### src/rtl/music_control_if.sv
// music_control_if: key inputs and datapath control outputs of music_control.
interface music_control_if;
   logic       record_key;
   logic       play_key;
   logic       stop_key;
   logic       clear_key;
   logic       ld_note;
   logic       ld_play;
   logic [3:0] note_counter;
   logic [4:0] note_count;
   logic       full;
   logic       playing;
   logic       beat;
   modport master (
      output record_key, play_key, stop_key, clear_key,
      input  ld_note, ld_play, note_counter, note_count, full, playing, beat
   );
   modport slave (
      input  record_key, play_key, stop_key, clear_key,
      output ld_note, ld_play, note_counter, note_count, full, playing, beat
   );
endinterface

### src/rtl/music_control.sv
// music_control: turns record/play/stop/clear keys into note store and paced playback controls.
module music_control #(
   parameter int TEMPO_DIV = 12500000,
   parameter int CNT_W     = 25,
   parameter bit LOOP      = 1'b1
) (
   input logic            clk,
   input logic            reset,
   music_control_if.slave bus
);
   typedef enum logic [1:0] {IDLE, PLAY, PAUSE, RESTORE} state_t;
   localparam logic [CNT_W-1:0] TOP = CNT_W'(TEMPO_DIV - 1);
   state_t           state_q, state_d;
   logic [3:0]       key_q, key_d, prev_q;
   logic [CNT_W-1:0] tempo_q, tempo_d;
   logic [3:0]       note_counter_q, note_counter_d;
   logic [4:0]       note_count_q, note_count_d;
   logic             ld_note_q, ld_note_d;
   logic             ld_play_q, ld_play_d;
   logic             beat_q, beat_d;
   logic             playing_q, playing_d;
   logic             full_q, full_d;
   logic             rec_e, ply_e, stp_e, clr_e, clear_hit, last;
   assign {rec_e, ply_e, stp_e, clr_e} = key_q & ~prev_q;
   // Stored note k sits at address k mod 16, so the last note matches the truncated count.
   assign last = note_counter_q == note_count_q[3:0];
   always_comb begin
      key_d          = {bus.record_key, bus.play_key, bus.stop_key, bus.clear_key};
      state_d        = state_q;
      tempo_d        = tempo_q;
      note_counter_d = note_counter_q;
      note_count_d   = note_count_q;
      ld_note_d      = 1'b0;
      beat_d         = 1'b0;
      clear_hit      = 1'b0;
      case (state_q)
         IDLE: begin
            if (clr_e) begin
               note_count_d   = '0;
               note_counter_d = '0;
               clear_hit      = 1'b1;
            end else if (ply_e) begin
               if (note_count_q != '0) begin
                  state_d        = PLAY;
                  note_counter_d = 4'd1;
                  tempo_d        = '0;
               end
            end else if (rec_e && !full_q) begin
               ld_note_d    = 1'b1;
               note_count_d = note_count_q + 5'd1;
            end
         end
         PLAY: begin
            if (stp_e) begin
               state_d        = RESTORE;
               note_counter_d = note_count_q[3:0];
            end else if (ply_e) begin
               state_d = PAUSE;
            end else if (tempo_q == TOP) begin
               tempo_d        = '0;
               beat_d         = 1'b1;
               state_d        = (last && !LOOP) ? RESTORE : PLAY;
               note_counter_d = !last ? note_counter_q + 4'd1 : LOOP ? 4'd1 : note_count_q[3:0];
            end else begin
               tempo_d = tempo_q + CNT_W'(1);
            end
         end
         PAUSE: begin
            if (stp_e) begin
               state_d        = RESTORE;
               note_counter_d = note_count_q[3:0];
            end else if (ply_e) begin
               state_d = PLAY;
            end
         end
         default: state_d = IDLE;
      endcase
      ld_play_d = clear_hit || (state_d != IDLE);
      playing_d = state_d == PLAY;
      full_d    = note_count_d[4];
   end
   always_ff @(posedge clk or posedge reset) begin
      if (reset) begin
         state_q        <= IDLE;
         key_q          <= '0;
         prev_q         <= '0;
         tempo_q        <= '0;
         note_counter_q <= '0;
         note_count_q   <= '0;
         ld_note_q      <= 1'b0;
         ld_play_q      <= 1'b0;
         beat_q         <= 1'b0;
         playing_q      <= 1'b0;
         full_q         <= 1'b0;
      end else begin
         state_q        <= state_d;
         key_q          <= key_d;
         prev_q         <= key_q;
         tempo_q        <= tempo_d;
         note_counter_q <= note_counter_d;
         note_count_q   <= note_count_d;
         ld_note_q      <= ld_note_d;
         ld_play_q      <= ld_play_d;
         beat_q         <= beat_d;
         playing_q      <= playing_d;
         full_q         <= full_d;
      end
   end
   assign bus.ld_note      = ld_note_q;
   assign bus.ld_play      = ld_play_q;
   assign bus.note_counter = note_counter_q;
   assign bus.note_count   = note_count_q;
   assign bus.full         = full_q;
   assign bus.playing      = playing_q;
   assign bus.beat         = beat_q;
endmodule

### src/flat_wrapper.sv
// flat-port wrapper written by rule: the top's interface ports become plain ports
module music_control_flat 
#(
   parameter int TEMPO_DIV = 12500000,
   parameter int CNT_W     = 25,
   parameter bit LOOP      = 1'b1
)
  (clk, reset, bus_record_key, bus_play_key, bus_stop_key, bus_clear_key, bus_ld_note, bus_ld_play, bus_note_counter, bus_note_count, bus_full, bus_playing, bus_beat);
  music_control_if bus_i ();
  input logic clk;
  input logic reset;
  input wire logic [$bits(bus_i.record_key)-1:0] bus_record_key;
  input wire logic [$bits(bus_i.play_key)-1:0] bus_play_key;
  input wire logic [$bits(bus_i.stop_key)-1:0] bus_stop_key;
  input wire logic [$bits(bus_i.clear_key)-1:0] bus_clear_key;
  output wire logic [$bits(bus_i.ld_note)-1:0] bus_ld_note;
  output wire logic [$bits(bus_i.ld_play)-1:0] bus_ld_play;
  output wire logic [$bits(bus_i.note_counter)-1:0] bus_note_counter;
  output wire logic [$bits(bus_i.note_count)-1:0] bus_note_count;
  output wire logic [$bits(bus_i.full)-1:0] bus_full;
  output wire logic [$bits(bus_i.playing)-1:0] bus_playing;
  output wire logic [$bits(bus_i.beat)-1:0] bus_beat;
  assign bus_i.record_key = bus_record_key;
  assign bus_i.play_key = bus_play_key;
  assign bus_i.stop_key = bus_stop_key;
  assign bus_i.clear_key = bus_clear_key;
  assign bus_ld_note = bus_i.ld_note;
  assign bus_ld_play = bus_i.ld_play;
  assign bus_note_counter = bus_i.note_counter;
  assign bus_note_count = bus_i.note_count;
  assign bus_full = bus_i.full;
  assign bus_playing = bus_i.playing;
  assign bus_beat = bus_i.beat;
  music_control #(.TEMPO_DIV(TEMPO_DIV), .CNT_W(CNT_W), .LOOP(LOOP)) u_core (.clk(clk), .reset(reset), .bus(bus_i));
endmodule
### config.mk
export PLATFORM = sky130hd
export DESIGN_NAME = music_control_flat
export DESIGN_NICKNAME = d
export VERILOG_FILES = /design/src/rtl/music_control_if.sv /design/src/rtl/music_control.sv /design/src/flat_wrapper.sv
export SDC_FILE = /design/constraint.sdc
export NUM_CORES = 1
export LEC_CHECK = 0
export BUFFER_PORTS_ARGS = -buffer_cell sky130_fd_sc_hd__buf_2
export CAP_MARGIN = 20
export CORE_ASPECT_RATIO = 1.4
export CORE_UTILIZATION = 51
export CTS_BUF_LIST = sky130_fd_sc_hd__clkbuf_2 sky130_fd_sc_hd__clkbuf_4 sky130_fd_sc_hd__clkbuf_8
export CTS_CLUSTER_DIAMETER = 100
export DETAILED_ROUTE_END_ITERATION = 12
export GPL_TIMING_DRIVEN = 0
export PLACE_DENSITY = 0.79
export SYNTH_ARGS = -nofsm -noshare
export SYNTH_HDL_FRONTEND = slang
export SYNTH_SLANG_ARGS = --single-unit
### constraint.sdc
create_clock -name clk -period 5.25 [get_ports clk]
set_clock_uncertainty 0.15 [all_clocks]
set_input_delay 0.2625 -clock clk [delete_from_list [all_inputs] [get_ports clk]]
set_output_delay 0.2625 -clock clk [all_outputs]
set_load 0.005 [all_outputs]
==> impl_metrics.toml <==
[run_status]
status = "finished clean"

[detailed_routing]
wl_um = 6270
drt_first_iter_violations = 105
viasPerCell = 6.04
drc_errors = 0
vias = 2326
firstDrtPassIters = 6
drt-wirelength-per-cell_um = 16.3
ant_nets = 0

[hold_path]
hold_class = "flip-flop to flip-flop"
worstHoldPathCells = 0

[setup_path]
path_max_fanout = 10
cpMaxStageDelayCell = "dfrtp_1"
endpoint_kind = "flip-flop"
r2r_cells = 9
critPathLaunchType = "flip-flop"
path_cells = "inv_1 -> ha_1 -> nor4b_1 -> o31a_1 -> or2_1 -> buf_6 -> buf_6 -> o41ai_1 -> a21oi_1"
cp.arrival_ps = 2640
cp.required_ps = 5280
cp_common_cell = "buf_6"
slowest_delay_ps = 490
path_class = "flip-flop to flip-flop"

[final_layout]
fillers = 454
nets = 332
layout.cells.non_filler = 385
final_cell_area_um2 = 3080
syn2layout_area_growth_pct = 13.2
drive_gt1_share_pct = 15.7
fin_util_pct = 59.6
antenna_cells = 0

[floorplanning]
die_h_um = 88.4
initial_core_util_pct = 52.7
dieWidth_um = 63.7
dieArea_um2 = 5630
io_pins = 20
core-area_um2 = 5160
rows = 31

[synth]
ys_types = 53
synth_flop_cell = "dfrtp_1"
muxShareOfSynthArea_pct = 1.24
syn_nets = 300
yosys.area_share.adder_pct = 3.68
synth_xor_area_share_pct = 4.51
synth_area_um2 = 2720
synth-seq-area-share_pct = 44.2
yosys_warnings = 0
synth_area_per_cell_um2 = 9.50
synth_top_family_by_area = "simple AND/OR/NAND/NOR gates"
async_flop_share_pct = 100
synth_cells = 286
ys_seq_elements = 48
synth_compound_area_share_pct = 16.8
synth-simple-area-share_pct = 25.5
synth_edf_count = 0

[global_route]
grt-busiest-layer = "met2"
antenna_found_initial = 0
grt_use_met2_pct = 45.0
track_usage_pct = 24.0
met1_usage_pct = 25.6
grt_pass1_vias = 2281
grt_max_degree = 32
use_met3_pct = 3.35
grt_pass1_wl_um = 10400
grt.overflow.total = 0

[clocking]
htree_levels = 2
cts-resized-gates = 0
cts-root-buf = "clkbuf_8"
cts_tree = "yes"
clock-sinks = 48
clk_latency_ps = 310
numCtsBuffers = 5
clkTransAtPathRegs_ps = 100
clockBufferDepth = 2

[timing]
finalHoldViolations = 0
fin_crit_sh_pct = 49.8
maxSlewViolCount = 0
tightest_slew_ps = 650
fmax_ghz = 0.383
slew_headroom_pct = 56.3
setup-tns-final_ps = 0
min_period_ps = 2610
rsz0062_at_grt = "no"
setup_violations = 0

[place]
io_buffer_count = 19
dpl.hpwl_um = 4580
placed_area_um2 = 2920
dp.cells = 372
gp_congestion = 0.901

[power]
powerDensity_nw_per_um2 = 402
p_leak_nw = 1.35
ir_drop_mv = 0.223
power_mw = 1.24

[job]
drv_cap = 0
==> path summary, 6_finish.rpt <==
kind | from | slack, ps | endpoint
max | u_core.bus.note_count[0] | 2640 | u_core.tempo_q[19]
min | u_core.key_q[3] | 220 | u_core.prev_q[3]
min in group asynchronous | reset | 340 | u_core.key_q[3]
max in group asynchronous | reset | 4100 | u_core.tempo_q[4]
max reg2reg | u_core.bus.note_count[0] | 2640 | u_core.tempo_q[19]
min reg2reg | u_core.key_q[3] | 220 | u_core.prev_q[3]
==> critical path, delay by kind of cell, from the launching register on <==
family / cells / cell delay [ps]
DFF: 1 / 490
AOI/OAI and AO/OA: 3 / 840
buffers and inverters: 3 / 380
and+or+nand+nor: 2 / 410
adders and majority gates: 1 / 200
==> cell usage after synthesis (4+ instances only) <==
library cell | number | area, um2
nor4_1 | 11 | 68.8
nor2_1 | 23 | 86.3
a31oi_1 | 4 | 25.0
dfrtp_1 | 48 | 1200
and3_1 | 5 | 31.3
a21oi_1 | 13 | 65.1
xnor2_1 | 13 | 114
o21ai_0 | 14 | 70.1
a21o_1 | 6 | 45.0
ha_1 | 8 | 100
nor2b_1 | 5 | 31.3
and4_1 | 7 | 61.3
buf_2 | 5 | 25.0
nand4_1 | 6 | 37.5
nand3_1 | 16 | 80.1
nand2_1 | 33 | 124
a22o_1 | 7 | 61.3
inv_1 | 10 | 37.5
==> per-layer routing <==
layer	up-vias	share of wire [%]	wire, um
li1	1111	-	-
met1	1144	41	2550
met2	49	54	3370
met3	22	2.2	137
met4	0	3.5	219
met5	-	0	0
==> kinds of logic after synthesis <==
group	after synthesis
fa+ha+maj	8
mux	3
buf+inv	22
xor+xnor	14
simple gates	126
flops	48
compound gates	65
==> power by group <==
group	internal, mW	switching, mW
Combinational	0.194	0.320
Clock	0.141	0.128
Sequential	0.407	0.0463
==> per-stage QoR <==
stage | hold WS, ps | setup slack (ps)
2_1_floorplan | 144 | 2910
3_3_place_gp | 203 | 2670
3_5_place_dp | 127 | 2640
4_1_cts | 228 | 2630
5_1_grt | 236 | 2490
6_report | 225 | 2640
==> registers in the layout, indices dropped and copies added, names as in the netlist <==
signal / cells
u_core.prev_q: 4
u_core.tempo_q: 25
u_core.bus.ld_play: 1
u_core.bus.ld_note: 1
u_core.key_q: 4
u_core.bus.beat: 1
u_core.bus.note_counter: 4
u_core.bus.playing: 1
u_core.state_q: 2
u_core.bus.note_count: 5
==> layout make-up <==
type	instances	area, um2	share of cell area, %
repair buffers	25	165	5.37
plain buffers	12	73.8	2.40
flip-flops and latches	48	1200	39.0
inverters	10	37.5	1.22
clock inverters	3	42.5	1.38
clock buffers	5	68.8	2.24
multi-input cells	216	1410	45.7
well taps	66	82.6	2.68
==> timing repair <==
action                                  in CTS  in global routing
hold buffers                                 5                  0
endpoints found under the setup margin       0                  0
buffers inserted                             0                  0
hold endpoints to repair                    21                  0
==> cells in the final DEF, fill, tap and decap left out, types with 2 or more instances in the layout <==
cell type / n
nand4_1: 6
mux2_2: 3
a31oi_1: 4
inv_1: 9
and4_1: 7
xnor2_1: 13
a22oi_1: 3
o21ai_0: 14
clkbuf_1: 3
buf_2: 24
nand2b_1: 3
clkbuf_8: 5
o31a_1: 2
nand3_1: 16
nor4_1: 11
nor4_2: 2
nand2_1: 33
a22o_1: 7
dlygate4sd3_1: 5
buf_6: 2
and3_1: 5
ha_1: 8
o22ai_1: 3
a21o_1: 6
a21oi_1: 13
nor4b_1: 2
nor2b_1: 5
o41ai_1: 3
dfrtp_1: 48
nor2_1: 23
buf_4: 2
Note: power is estimated with default switching activity, not from simulation.
